===== src/rtl/vga_timing_gen.sv =====
// rtl/vga_timing_gen.sv - VGA raster timing generator with pixel-clock prescaler
// Requests pixel (x,y) on pix_x/pix_y and drives its sync/colour one pixel period later.
module vga_timing_gen #(
  parameter int H_DISPLAY   = 640,
  parameter int H_FPORCH    = 16,
  parameter int H_SYNCPULSE = 96,
  parameter int H_BPORCH    = 48,
  parameter int V_DISPLAY   = 480,
  parameter int V_FPORCH    = 10,
  parameter int V_SYNCPULSE = 2,
  parameter int V_BPORCH    = 33,
  parameter int HSYNC_POL   = 0,
  parameter int VSYNC_POL   = 0,
  parameter int CLK_DIV     = 2,
  parameter int COLOR_W     = 1,
  localparam int H_TOTAL    = H_DISPLAY + H_FPORCH + H_SYNCPULSE + H_BPORCH,
  localparam int V_TOTAL    = V_DISPLAY + V_FPORCH + V_SYNCPULSE + V_BPORCH,
  localparam int XW         = $clog2(H_TOTAL),
  localparam int YW         = $clog2(V_TOTAL)
) (
  input  logic               clk,
  input  logic               rst,
  input  logic               en,
  input  logic [COLOR_W-1:0] r_in,
  input  logic [COLOR_W-1:0] g_in,
  input  logic [COLOR_W-1:0] b_in,
  output logic [XW-1:0]      pix_x,
  output logic [YW-1:0]      pix_y,
  output logic               pix_tick,
  output logic               line_start,
  output logic               frame_start,
  output logic               hsync,
  output logic               vsync,
  output logic [COLOR_W-1:0] r,
  output logic [COLOR_W-1:0] g,
  output logic [COLOR_W-1:0] b,
  output logic               active
);

  if (H_FPORCH < 1 || H_SYNCPULSE < 1 || H_BPORCH < 1 ||
      V_FPORCH < 1 || V_SYNCPULSE < 1 || V_BPORCH < 1 || CLK_DIV < 1) begin : g_bad_params
    $error("vga_timing_gen: porch and pulse widths must be >= 1 and CLK_DIV >= 1");
  end

  localparam int PW = (CLK_DIV > 1) ? $clog2(CLK_DIV) : 1;
  localparam logic [PW-1:0] P_LAST    = PW'(CLK_DIV - 1);
  localparam logic [XW-1:0] H_LAST    = XW'(H_TOTAL - 1);
  localparam logic [YW-1:0] V_LAST    = YW'(V_TOTAL - 1);
  localparam logic [XW-1:0] H_ACT_END = XW'(H_DISPLAY);
  localparam logic [YW-1:0] V_ACT_END = YW'(V_DISPLAY);
  localparam logic [XW-1:0] H_SYNC_LO = XW'(H_DISPLAY + H_FPORCH);
  localparam logic [XW-1:0] H_SYNC_HI = XW'(H_DISPLAY + H_FPORCH + H_SYNCPULSE - 1);
  localparam logic [YW-1:0] V_SYNC_LO = YW'(V_DISPLAY + V_FPORCH);
  localparam logic [YW-1:0] V_SYNC_HI = YW'(V_DISPLAY + V_FPORCH + V_SYNCPULSE - 1);
  localparam logic          HS_ACT    = (HSYNC_POL != 0);
  localparam logic          VS_ACT    = (VSYNC_POL != 0);

  logic [PW-1:0]      presc_q, presc_d;
  logic [XW-1:0]      h_cnt_q, h_cnt_d;
  logic [YW-1:0]      v_cnt_q, v_cnt_d;
  logic               hsync_q, hsync_d;
  logic               vsync_q, vsync_d;
  logic               active_q, active_d;
  logic [COLOR_W-1:0] r_q, r_d, g_q, g_d, b_q, b_d;
  logic               tick;
  logic               de;
  logic               in_hsync;
  logic               in_vsync;

  // Reset gates the tick so no strobe escapes while the counters are being cleared.
  assign tick     = en && !rst && (presc_q == P_LAST);
  assign de       = (h_cnt_q < H_ACT_END) && (v_cnt_q < V_ACT_END);
  assign in_hsync = (h_cnt_q >= H_SYNC_LO) && (h_cnt_q <= H_SYNC_HI);
  assign in_vsync = (v_cnt_q >= V_SYNC_LO) && (v_cnt_q <= V_SYNC_HI);

  always_comb begin
    presc_d  = presc_q;
    h_cnt_d  = h_cnt_q;
    v_cnt_d  = v_cnt_q;
    hsync_d  = hsync_q;
    vsync_d  = vsync_q;
    active_d = active_q;
    r_d      = r_q;
    g_d      = g_q;
    b_d      = b_q;
    if (en) begin
      presc_d = tick ? '0 : presc_q + PW'(1);
    end
    if (tick) begin
      active_d = de;
      r_d      = de ? r_in : '0;
      g_d      = de ? g_in : '0;
      b_d      = de ? b_in : '0;
      hsync_d  = in_hsync ? HS_ACT : ~HS_ACT;
      vsync_d  = in_vsync ? VS_ACT : ~VS_ACT;
      if (h_cnt_q == H_LAST) begin
        h_cnt_d = '0;
        v_cnt_d = (v_cnt_q == V_LAST) ? '0 : v_cnt_q + YW'(1);
      end else begin
        h_cnt_d = h_cnt_q + XW'(1);
      end
    end
  end

  always_ff @(posedge clk) begin
    if (rst) begin
      presc_q  <= '0;
      h_cnt_q  <= '0;
      v_cnt_q  <= '0;
      hsync_q  <= ~HS_ACT;
      vsync_q  <= ~VS_ACT;
      active_q <= 1'b0;
      r_q      <= '0;
      g_q      <= '0;
      b_q      <= '0;
    end else begin
      presc_q  <= presc_d;
      h_cnt_q  <= h_cnt_d;
      v_cnt_q  <= v_cnt_d;
      hsync_q  <= hsync_d;
      vsync_q  <= vsync_d;
      active_q <= active_d;
      r_q      <= r_d;
      g_q      <= g_d;
      b_q      <= b_d;
    end
  end

  assign pix_x       = h_cnt_q;
  assign pix_y       = v_cnt_q;
  assign pix_tick    = tick;
  assign line_start  = tick && (h_cnt_q == '0);
  assign frame_start = tick && (h_cnt_q == '0) && (v_cnt_q == '0);
  assign hsync       = hsync_q;
  assign vsync       = vsync_q;
  assign active      = active_q;
  assign r           = r_q;
  assign g           = g_q;
  assign b           = b_q;

endmodule

===== config.mk =====
export PLATFORM = sky130hd
export DESIGN_NAME = vga_timing_gen
export DESIGN_NICKNAME = d
export VERILOG_FILES = /design/src/rtl/vga_timing_gen.sv
export SDC_FILE = /design/constraint.sdc
export NUM_CORES = 1
export LEC_CHECK = 0
export ABC_AREA = 1
export CAP_MARGIN = 30
export CORE_ASPECT_RATIO = 0.75
export CORE_MARGIN = 2
export CORE_UTILIZATION = 40
export DETAILED_ROUTE_END_ITERATION = 12
export PLACE_DENSITY_LB_ADDON = 0.3
export SYNTH_ARGS = -nofsm -noshare
export SYNTH_HDL_FRONTEND = slang
export SYNTH_SLANG_ARGS = --single-unit
export TNS_END_PERCENT = 5

===== constraint.sdc =====
create_clock -name clk -period 2.16 [get_ports clk]
set_input_delay 0.324 -clock clk [delete_from_list [all_inputs] [get_ports clk]]
set_output_delay 0.324 -clock clk [all_outputs]
set_load 0.01 [all_outputs]

After elaboration in Yosys (flattened, before gate mapping)
Cells that the tools add are included.
- register bits after elaboration: 27
- input port bits: 6
- output and inout bits: 29
- logic and storage cells: 39
- add/sub/neg operators: 3
- order comparisons: 6
- equality and inequality tests: 2
- multiplexer cells: 8
- reductions and logical operators: 11
- operators with widths (kind ; number):
    $add A10 B1 Y10 const B ; 2
    $eq A10 B10 Y1 const B ; 2
    $logic_not A10 Y1 ; 2
    $mux W10 ; 2
    $ge A10 B10 Y1 const B ; 1
    $ge A10 B9 Y1 const B ; 1
    $le A10 B10 Y1 const B ; 1
    $le A10 B9 Y1 const B ; 1
    $lt A10 B10 Y1 const B ; 1
    $lt A10 B9 Y1 const B ; 1
    $logic_and A1 B1 Y1 ; 7
    $mux W1 ; 6
    $reduce_and A2 Y1 ; 1
    $add A1 B1 Y1 const B ; 1
    $logic_not A1 Y1 ; 1

Logic depth before layout (Yosys ltp)
Gate-level depths: netlist of run 1.
- depth after elaboration: 5
- gate-level depth with buffers: 9
- mapped depth without buffers: 9

Worst setup path after synthesis of run 1
Ideal clock, no wire load.
- path type: reg-to-reg
- from: reg h_cnt_q[1], in the netlist pix_x[1]
- to: reg v_cnt_q[4], in the netlist pix_y[4]
- library setup time: 0.118 ns
- data arrival time: 1.322 ns
- data required time: 2.042 ns
- path slack: 0.721 ns
- cell stages (with the launch flop): 9
- buffers on the path: 0
- clock period less this slack: 1.439 ns
- cell sequence: dfxtp_1 ha_1 nand3_1 nor2_1 nand3_4 nand2_4 nand2_2 nand2_1 nor2_1
- word-level cells in the longest chain between the ends: 2
- RTL lines (what ; RTL line ; text):
    start: declaration ; 59 ; logic [XW-1:0] h_cnt_q, h_cnt_d;
    start signal: assignment ; 118 ; h_cnt_q <= h_cnt_d;
    $eq A10 B10 Y1 ; 96 ; if (h_cnt_q == H_LAST) begin
    $reduce_and A2 Y1 (no source line) ; - ;
    end signal: assignment ; 119 ; v_cnt_q <= v_cnt_d;
    end: declaration ; 60 ; logic [YW-1:0] v_cnt_q, v_cnt_d;
Every way passes these cells.
A chain may end at the register's enable or synchronous reset.

Final worst setup path of run 1
- from: in en
- to: out pix_tick
- word-level cells in the longest chain between the ends: 2
- RTL lines (what ; RTL line ; text):
    start: declaration ; 23 ; input logic en,
    $logic_and A1 B1 Y1 (2 in a row) ; 71 ; assign tick = en && !rst && (presc_q == P_LAST);
    end: declaration ; 29 ; output logic pix_tick,
Every way passes these cells.

==> results of run 1 <==
-- final timing paths --
kind              slack [ps]               endpoint             startpoint  cells past startpoint
hold / removal           470         b$_SDFFE_PP0P_         b$_SDFFE_PP0P_                      2
setup / recovery          80               pix_tick                     en                      5
hold reg to reg          470         b$_SDFFE_PP0P_         b$_SDFFE_PP0P_                      2
setup reg to reg         550  pix_y[9]$_SDFFE_PP0P_  pix_x[1]$_SDFFE_PP0P_                      8
-- power by group --
group	total (mW)	switching, mW	leakage (nW)	internal [mW]
combinational	0.0677	0.0360	0.593	0.0317
clock	0.288	0.155	0.0228	0.132
sequential	0.507	0.00426	0.218	0.503
-- routing by layer --
layer / vias up / routed length, um
li1: 798 / -
met1: 680 / 1851
met2: 63 / 1377
met3: 7 / 358
met4: 0 / 39
met5: - / 0
-- cells in the mapped netlist (2+ instances only) --
cell	number
sky130_fd_sc_hd__a21oi_1	7
sky130_fd_sc_hd__dfxtp_1	27
sky130_fd_sc_hd__ha_1	4
sky130_fd_sc_hd__inv_1	27
sky130_fd_sc_hd__nand2_1	52
sky130_fd_sc_hd__nand2_2	3
sky130_fd_sc_hd__nand3_1	17
sky130_fd_sc_hd__nand4_1	9
sky130_fd_sc_hd__nor2_1	39
sky130_fd_sc_hd__nor2_4	2
sky130_fd_sc_hd__nor3_1	7
sky130_fd_sc_hd__o21ai_0	8
sky130_fd_sc_hd__xor2_1	3
-- registers in the layout, summed over array words and instances, names as in the netlist --
register  count
g             1
pix_x        10
r             1
presc_q       1
pix_y        10
active        1
b             1
vsync         1
hsync         1
-- kinds of logic (layout without fill, tap and decap cells) --
logic type                 Yosys count  after routing
AOI/OAI and AO/OA                   17             17
xor gates and xnor gates             3              3
and+or+nand+nor                    138            138
DFF                                 27             27
buffers and inverters               31             77
adders and majority gates            4              4
-- worst max-delay path, cell delays in order --
cell and delay [ps]:
sky130_fd_sc_hd__clkdlybuf4s50_1 490, sky130_fd_sc_hd__nand2_2 110, sky130_fd_sc_hd__nor2_8 90, sky130_fd_sc_hd__buf_4 180
sky130_fd_sc_hd__clkdlybuf4s50_1 550
-- per-stage QoR --
stage                     instances  instance area [um2]  setup TNS [ps]  util, %
after floorplan                 220                 1494               0        -
after global placement          314                 1958          -30.86    54.19
after detailed placement        314                 1958          -82.62    54.19
after CTS                       318                 2002               0    55.40
after global routing            318                 2004               0    55.47
final                           318                 2004               0    55.47
-- placed cells by master (no fill, tap or decap), types with 2 or more instances in the layout --
cell / count
sky130_fd_sc_hd__ha_1: 4
sky130_fd_sc_hd__nor3_1: 7
sky130_fd_sc_hd__nor2_1: 39
sky130_fd_sc_hd__clkdlybuf4s50_1: 32
sky130_fd_sc_hd__dfxtp_1: 27
sky130_fd_sc_hd__nor2_4: 2
sky130_fd_sc_hd__xor2_1: 3
sky130_fd_sc_hd__nand3_1: 17
sky130_fd_sc_hd__nand2_1: 52
sky130_fd_sc_hd__nand2_2: 3
sky130_fd_sc_hd__nand4_1: 9
sky130_fd_sc_hd__clkbuf_8: 3
sky130_fd_sc_hd__buf_4: 10
sky130_fd_sc_hd__o21ai_0: 8
sky130_fd_sc_hd__inv_1: 27
sky130_fd_sc_hd__a21oi_1: 7
-- timing repair --
| action | 4_1_cts | 5_1_grt |
|---|---|---|
| resized for setup | 1 | 1 |
| endpoints found under the setup margin | 1 | 1 |
| buffers inserted | 0 | 0 |
-- area by class of cell --
type | count | share of cell area (%)
multi-input cells | 162 | 41.26
flip-flops and latches | 27 | 26.97
well taps | 52 | 3.246
repair buffers | 44 | 20.79
inverters | 29 | 5.493
clock buffers | 4 | 2.247
==> impl_summary.md, run 1 <==
Run status
The run finished with clean final reports.

Die
The number of rows in the core area is 19. The floorplan step defined a die boundary enclosing 4245 um2. From left edge to right edge, the die measures 74.57 um.

The count of boundary I/O pins is 35. In this run the vertical extent of the chip is 56.93 um. The effective utilization at floorplan is 41.34%. The core region is 3613 um2.

Logic synthesis
After synthesis, the largest family of logic cells by area is simple AND/OR/NAND/NOR gates. The cell area that synthesis handed to floorplanning was 1494 um2. The total nets after synthesis is 230. The average cell area after synthesis is 6.791 um2. The register area share after synthesis is 36.18%.

The gate count after technology mapping is 220. Counting flops with a built-in enable in the synthesized netlist gives 0. The post-synthesis mux area share is 0%. The register bit total from synthesis is 27. sky130_fd_sc_hd__dfxtp_1 takes more of the synthesized area than any other cell. By area the synthesized netlist is led by sky130_fd_sc_hd__dfxtp_1 (36%), sky130_fd_sc_hd__nand2_1 (13%), sky130_fd_sc_hd__nor2_1 (9.8%). Summing the areas of all and, or, nand and nor instances in the mapped netlist gives 44.39% of the synthesized area. The parity-gate share of the synthesized area counting xor and xnor cells is 1.759%.

In the synthesized netlist the async set-or-reset flop fraction comes to 0%. The synthesized-area fraction occupied by adder cells is 3.350%. During synthesis, Yosys emitted a total of 0 warnings. The prevailing post-synth register cell is sky130_fd_sc_hd__dfxtp_1. The top cell type by area accounts for 36.18% of the synthesized area. Yosys mapped the design onto 28 distinct sky130hd cell types. The post-synthesis compound-gate area fraction is 5.863%.

Layout
The multi-input combinational cell area is 827.0 um2. The area growth from synthesis to layout is 34.17%. The number of filler cells placed in the layout is 357. Cells with a size suffix above 1 make up 10.15% of the layout. The number of antenna diodes is 0.

The layout net count is 277. The register area is 540.5 um2.

Clocking
CTS built an H-tree with a depth of 1. The later pin in the worst-skew pair is clocked with a latency of 280 ps. Clock tree synthesis selected as its root buffer the cell sky130_fd_sc_hd__clkbuf_8.

Counting along the longest clock path gives a buffer depth of 2. The total number of clock tree sinks is 27. TritonCTS built the clock tree. In this run, CTS created clock tree buffers numbering 3. The hold buffer count at CTS is 0. The clock transition time at the flip-flop clock pins of the worst setup and hold paths is 80 ps.

Timing
Setup repair after global routing left no endpoint under its margin. The final-report hold violation count was 0. Headroom to the max-slew limit came out at 80.71%. In the finished design, the share of the clock period the worst path needs comes to 96.14%.

On the final layout, the worst clock skew is 7.727 ps. The maximum clock frequency is 0.4816 GHz. For the pin with the worst max-slew slack, the measured transition is 288.2 ps. The count of final max-slew check failures is 0. The final period demand of the worst path is 2077 ps. The worst hold slack is 472.8 ps.

The final setup violation count is 0. The post-route worst setup slack is 83.47 ps.

Global route
The met1 usage in global routing is 29.53%. The met2 routing resource usage after global routing is 22.63%. The first global-routing pass estimated 5.906 mm of wire. Entering global routing, the biggest net connects 15 pins.

The global routing stage identified its most utilized layer as met1. The met3 global-route usage is 5.027%. The number of antenna violations at the first check in global routing is 0. The via count of the first global-routing pass came to 1233. The global-route usage over all layers is 18.05%.

After global routing the overflow that remains totals 0.

Route
The post-detailed-route wirelength per cell is 11.40 um. The routed layout has 1548 vias. In the routed design, unresolved DRC markers number 0. The starting DRC count in detailed routing is 121. The aggregate routed wire length is 3.626 mm. In this run the remaining antenna-violating nets after routing total 0. The first-pass iteration count of the detailed router is 5. The ratio of routed vias to standard cells is 4.868.

Min path
The min-delay analysis places its worst path in the category reg2reg.

Placed design
The final RePlAce weighted congestion is 0.8533. At the placement stage, the worst setup path has a slack of -82.62 ps. Port buffering added 34 buffers. Detailed placement ended at an HPWL of 2.798 mm.

Setup path
Data on the critical path is required at its endpoint by 1840 ps. The startpoint kind of the worst setup timing path is an input pin. The maximum fanout along the worst path is 9. The data arrival time at the worst-slack endpoint is 1750 ps. The endpoint type of the worst setup path is an output port. By startpoint and endpoint, the worst setup path is classified as in2out.

Power
Across the VDD grid, the largest voltage drop is 332.1 uV. For this design the static power due to leakage is 0.8336 nW. The power density over the cells is 430.3 nW/um2. The design draws 0.8625 mW.

Flow run
The count of maximum capacitance violations is 0.
(Power assumes the default switching activity.)
==> run 2: changes to the inputs <==
--- a/config.mk
+++ b/config.mk
@@ -11,7 +11,7 @@
 export CORE_MARGIN = 2
 export CORE_UTILIZATION = 40
 export DETAILED_ROUTE_END_ITERATION = 12
-export PLACE_DENSITY_LB_ADDON = 0.3
+export PLACE_DENSITY_LB_ADDON = 0.1
 export SYNTH_ARGS = -nofsm -noshare
 export SYNTH_HDL_FRONTEND = slang
 export SYNTH_SLANG_ARGS = --single-unit
==> run 2 against run 1 <==
Compared with the run above:
- maximum frequency is 0.46% lower
- final area is 0.44% higher
- worst hold slack better by 4.4 ps
- clock power hardly changed
- sequential cell count stayed put
- first-iteration DRC count is 25% lower
- non-clock buffer count is 1 higher
==> impl_summary.md, run 2 (synthesis results as in run 1) <==
Setup path
The worst setup path category is in2out (unchanged). The maximum fanout along the worst path is 9 (unchanged). The startpoint kind of the worst setup timing path is an input pin (unchanged). The endpoint type of the worst setup path is an output port (unchanged). The worst path required time is 1840 ps (about the same).

The data arrival time at the worst-slack endpoint is 1760 ps (was 1750 ps).

Global route
The wire length of the first global-routing pass came to 6.437 mm (was 5.906 mm). The total grt overflow came to 0 (unchanged). The pin count of the biggest net entering global routing is 16 (was 15). The number of antenna violations at the first check in global routing is 0 (unchanged).

The global-route usage over all layers is 19.74% (was 18.05%). The via count of the first global-routing pass is 1324 (was 1233).

Route
The starting DRC count in detailed routing is 91 (was 121). The post-detailed-route wirelength per cell was 11.72 um (was 11.40 um). The first-pass iteration count of the detailed router came to 4 (was 5).

The total number of vias is 1511 (was 1548). The ratio of routed vias to standard cells is 4.737 (was 4.868). The DRC violation count after routing was 0 (unchanged). The aggregate routed wire length came to 3.738 mm (was 3.626 mm). The residual antenna-violating net count after detailed routing was 0 (unchanged).

Clocking
The number of H-tree levels is 1 (unchanged). The total of cells resized after clock tree synthesis was 1 (unchanged). The hold buffer count at CTS is 0 (unchanged). The latest clock arrival within the worst-skew pair is 270 ps (was 280 ps).

The number of clock buffers inserted by TritonCTS is 3 (unchanged). The clock transition time at the flip-flop clock pins of the worst setup and hold paths came to 100 ps (was 80 ps). The post-CTS setup buffer count is 0 (unchanged). The total number of clock tree sinks is 27 (unchanged). The TritonCTS clock tree is yes (unchanged). The clock tree buffer depth came to 2 (unchanged). The cell at the root of the clock tree is sky130_fd_sc_hd__clkbuf_8 (unchanged).

Placed design
The standard cell area after detailed placement is 1966 um2 (was 1958 um2). The final RePlAce weighted congestion is 0.8546 (was 0.8533). The count of buffers from port buffering was 34 (unchanged). The worst setup slack after placement came to -34.79 ps (was -82.62 ps). The cell total after placement was 315 (was 314). The post-detailed-placement half-perimeter wirelength is 2.934 mm (was 2.798 mm).

Timing
The count of final max-slew check failures came to 0 (unchanged). Unrepaired setup endpoints after global routing: false (unchanged). The relative slew slack came to 82.05% (was 80.71%). The worst clock skew is 5.745 ps (was 7.727 ps). The slew of the pin with the lowest slew margin is 268.3 ps (was 288.2 ps). The final setup violation count came to 0 (unchanged).

The final period demand of the worst path is 2086 ps (was 2077 ps). The maximum clock frequency is 0.4793 GHz (was 0.4816 GHz). The final worst-path cycle share is 96.58% (was 96.14%).

The post-route worst setup slack is 73.80 ps (was 83.47 ps). The final-report hold violation count was 0 (unchanged). The worst hold slack is 477.3 ps (was 472.8 ps).

Min path
The class of the tightest hold or removal check is reg2reg (unchanged).

Die
The core footprint was 3613 um2 (unchanged). The count of boundary I/O pins is 35 (unchanged). The number of rows in the core area came to 19 (unchanged). The total die area came to 4245 um2 (unchanged). The die boundary height is 56.93 um (unchanged). The width of the die is 74.57 um (unchanged).

The effective utilization at floorplan is 41.34% (unchanged).

Run status
Result of the run: complete, no violations (unchanged).

Layout
The leading cell type in the layout, fill and taps excluded is sky130_fd_sc_hd__nand2_1 (unchanged). The layout net count is 278 (was 277). The multi-input combinational cell area is 827.0 um2 (unchanged). The final design area excluding fillers was 2013 um2 (was 2004 um2).

Highest-count cells in the layout ignoring fill and taps: sky130_fd_sc_hd__nand2_1 (52), sky130_fd_sc_hd__nor2_1 (39), sky130_fd_sc_hd__clkdlybuf4s50_1 (32) (unchanged). The end-of-flow core utilization is 55.71% (was 55.47%). The number of filler cells placed in the layout came to 367 (was 357). The register area is 540.5 um2 (unchanged). The number of antenna diodes was 0 (unchanged).

The area growth from synthesis to layout is 34.76% (was 34.17%). The fraction of layout cells with a size suffix above 1 came to 10.86% (was 10.15%). The final non-filler cell total is 319 (was 318).

Power
The static leakage is 0.8418 nW (was 0.8336 nW). The power density over the cells was 428.7 nW/um2 (was 430.3 nW/um2). The maximum vdd ir drop is 339.4 uV (was 332.1 uV).

Flow run
The count of maximum capacitance violations is 0 (unchanged).
## run 2: cell types whose count changed in the layout (fill, tap and decap cells not counted)
cell                       delta
sky130_fd_sc_hd__clkinv_2     +1
sky130_fd_sc_hd__clkbuf_1     -1
sky130_fd_sc_hd__buf_4        +1
## run 2: per-stage QoR
stage	power, mW	setup TNS, ps
after CTS	0.8796	0
final	0.8630	0
after detailed placement	0.5872	-34.79
after global placement	0.5876	-39.93
after floorplan	0.5524	0
after global routing	0.9093	0
## run 2: where the power goes
| part | internal [mW] | switching [mW] |
|---|---|---|
| clock | 0.129 | 0.158 |
| sequential | 0.503 | 0.00446 |
| combinational | 0.0316 | 0.0364 |
## run 2: layout make-up
class,instances,share of cell area (%)
tap,52,3.232
sequential,27,26.85
inverter,29,5.469
timing repair buffer,45,21.07
multi-input combinational,162,41.08
clock buffer,3,2.051
clock inverter,1,0.2486
## run 2: path summary, 6_finish.rpt
kind                          from                     to  slack (ps)  cells past startpoint
max                             en               pix_tick          70                      5
min                 b$_SDFFE_PP0P_         b$_SDFFE_PP0P_         480                      2
max reg2reg  pix_x[1]$_SDFFE_PP0P_  pix_y[4]$_SDFFE_PP0P_         510                      8
min reg2reg         b$_SDFFE_PP0P_         b$_SDFFE_PP0P_         480                      2
## run 2: per-layer routing
metal	part of all wire [%]	global-route usage (%)
met1	54	32.64
met2	38	26.30
met3	7.6	4.129
met4	0.43	2.806
met5	0	0
## run 2: critical path, stage by stage
cell and delay, ps:
sky130_fd_sc_hd__clkdlybuf4s50_1 490, sky130_fd_sc_hd__nand2_2 110, sky130_fd_sc_hd__nor2_8 90, sky130_fd_sc_hd__buf_4 190, sky130_fd_sc_hd__clkdlybuf4s50_1 550
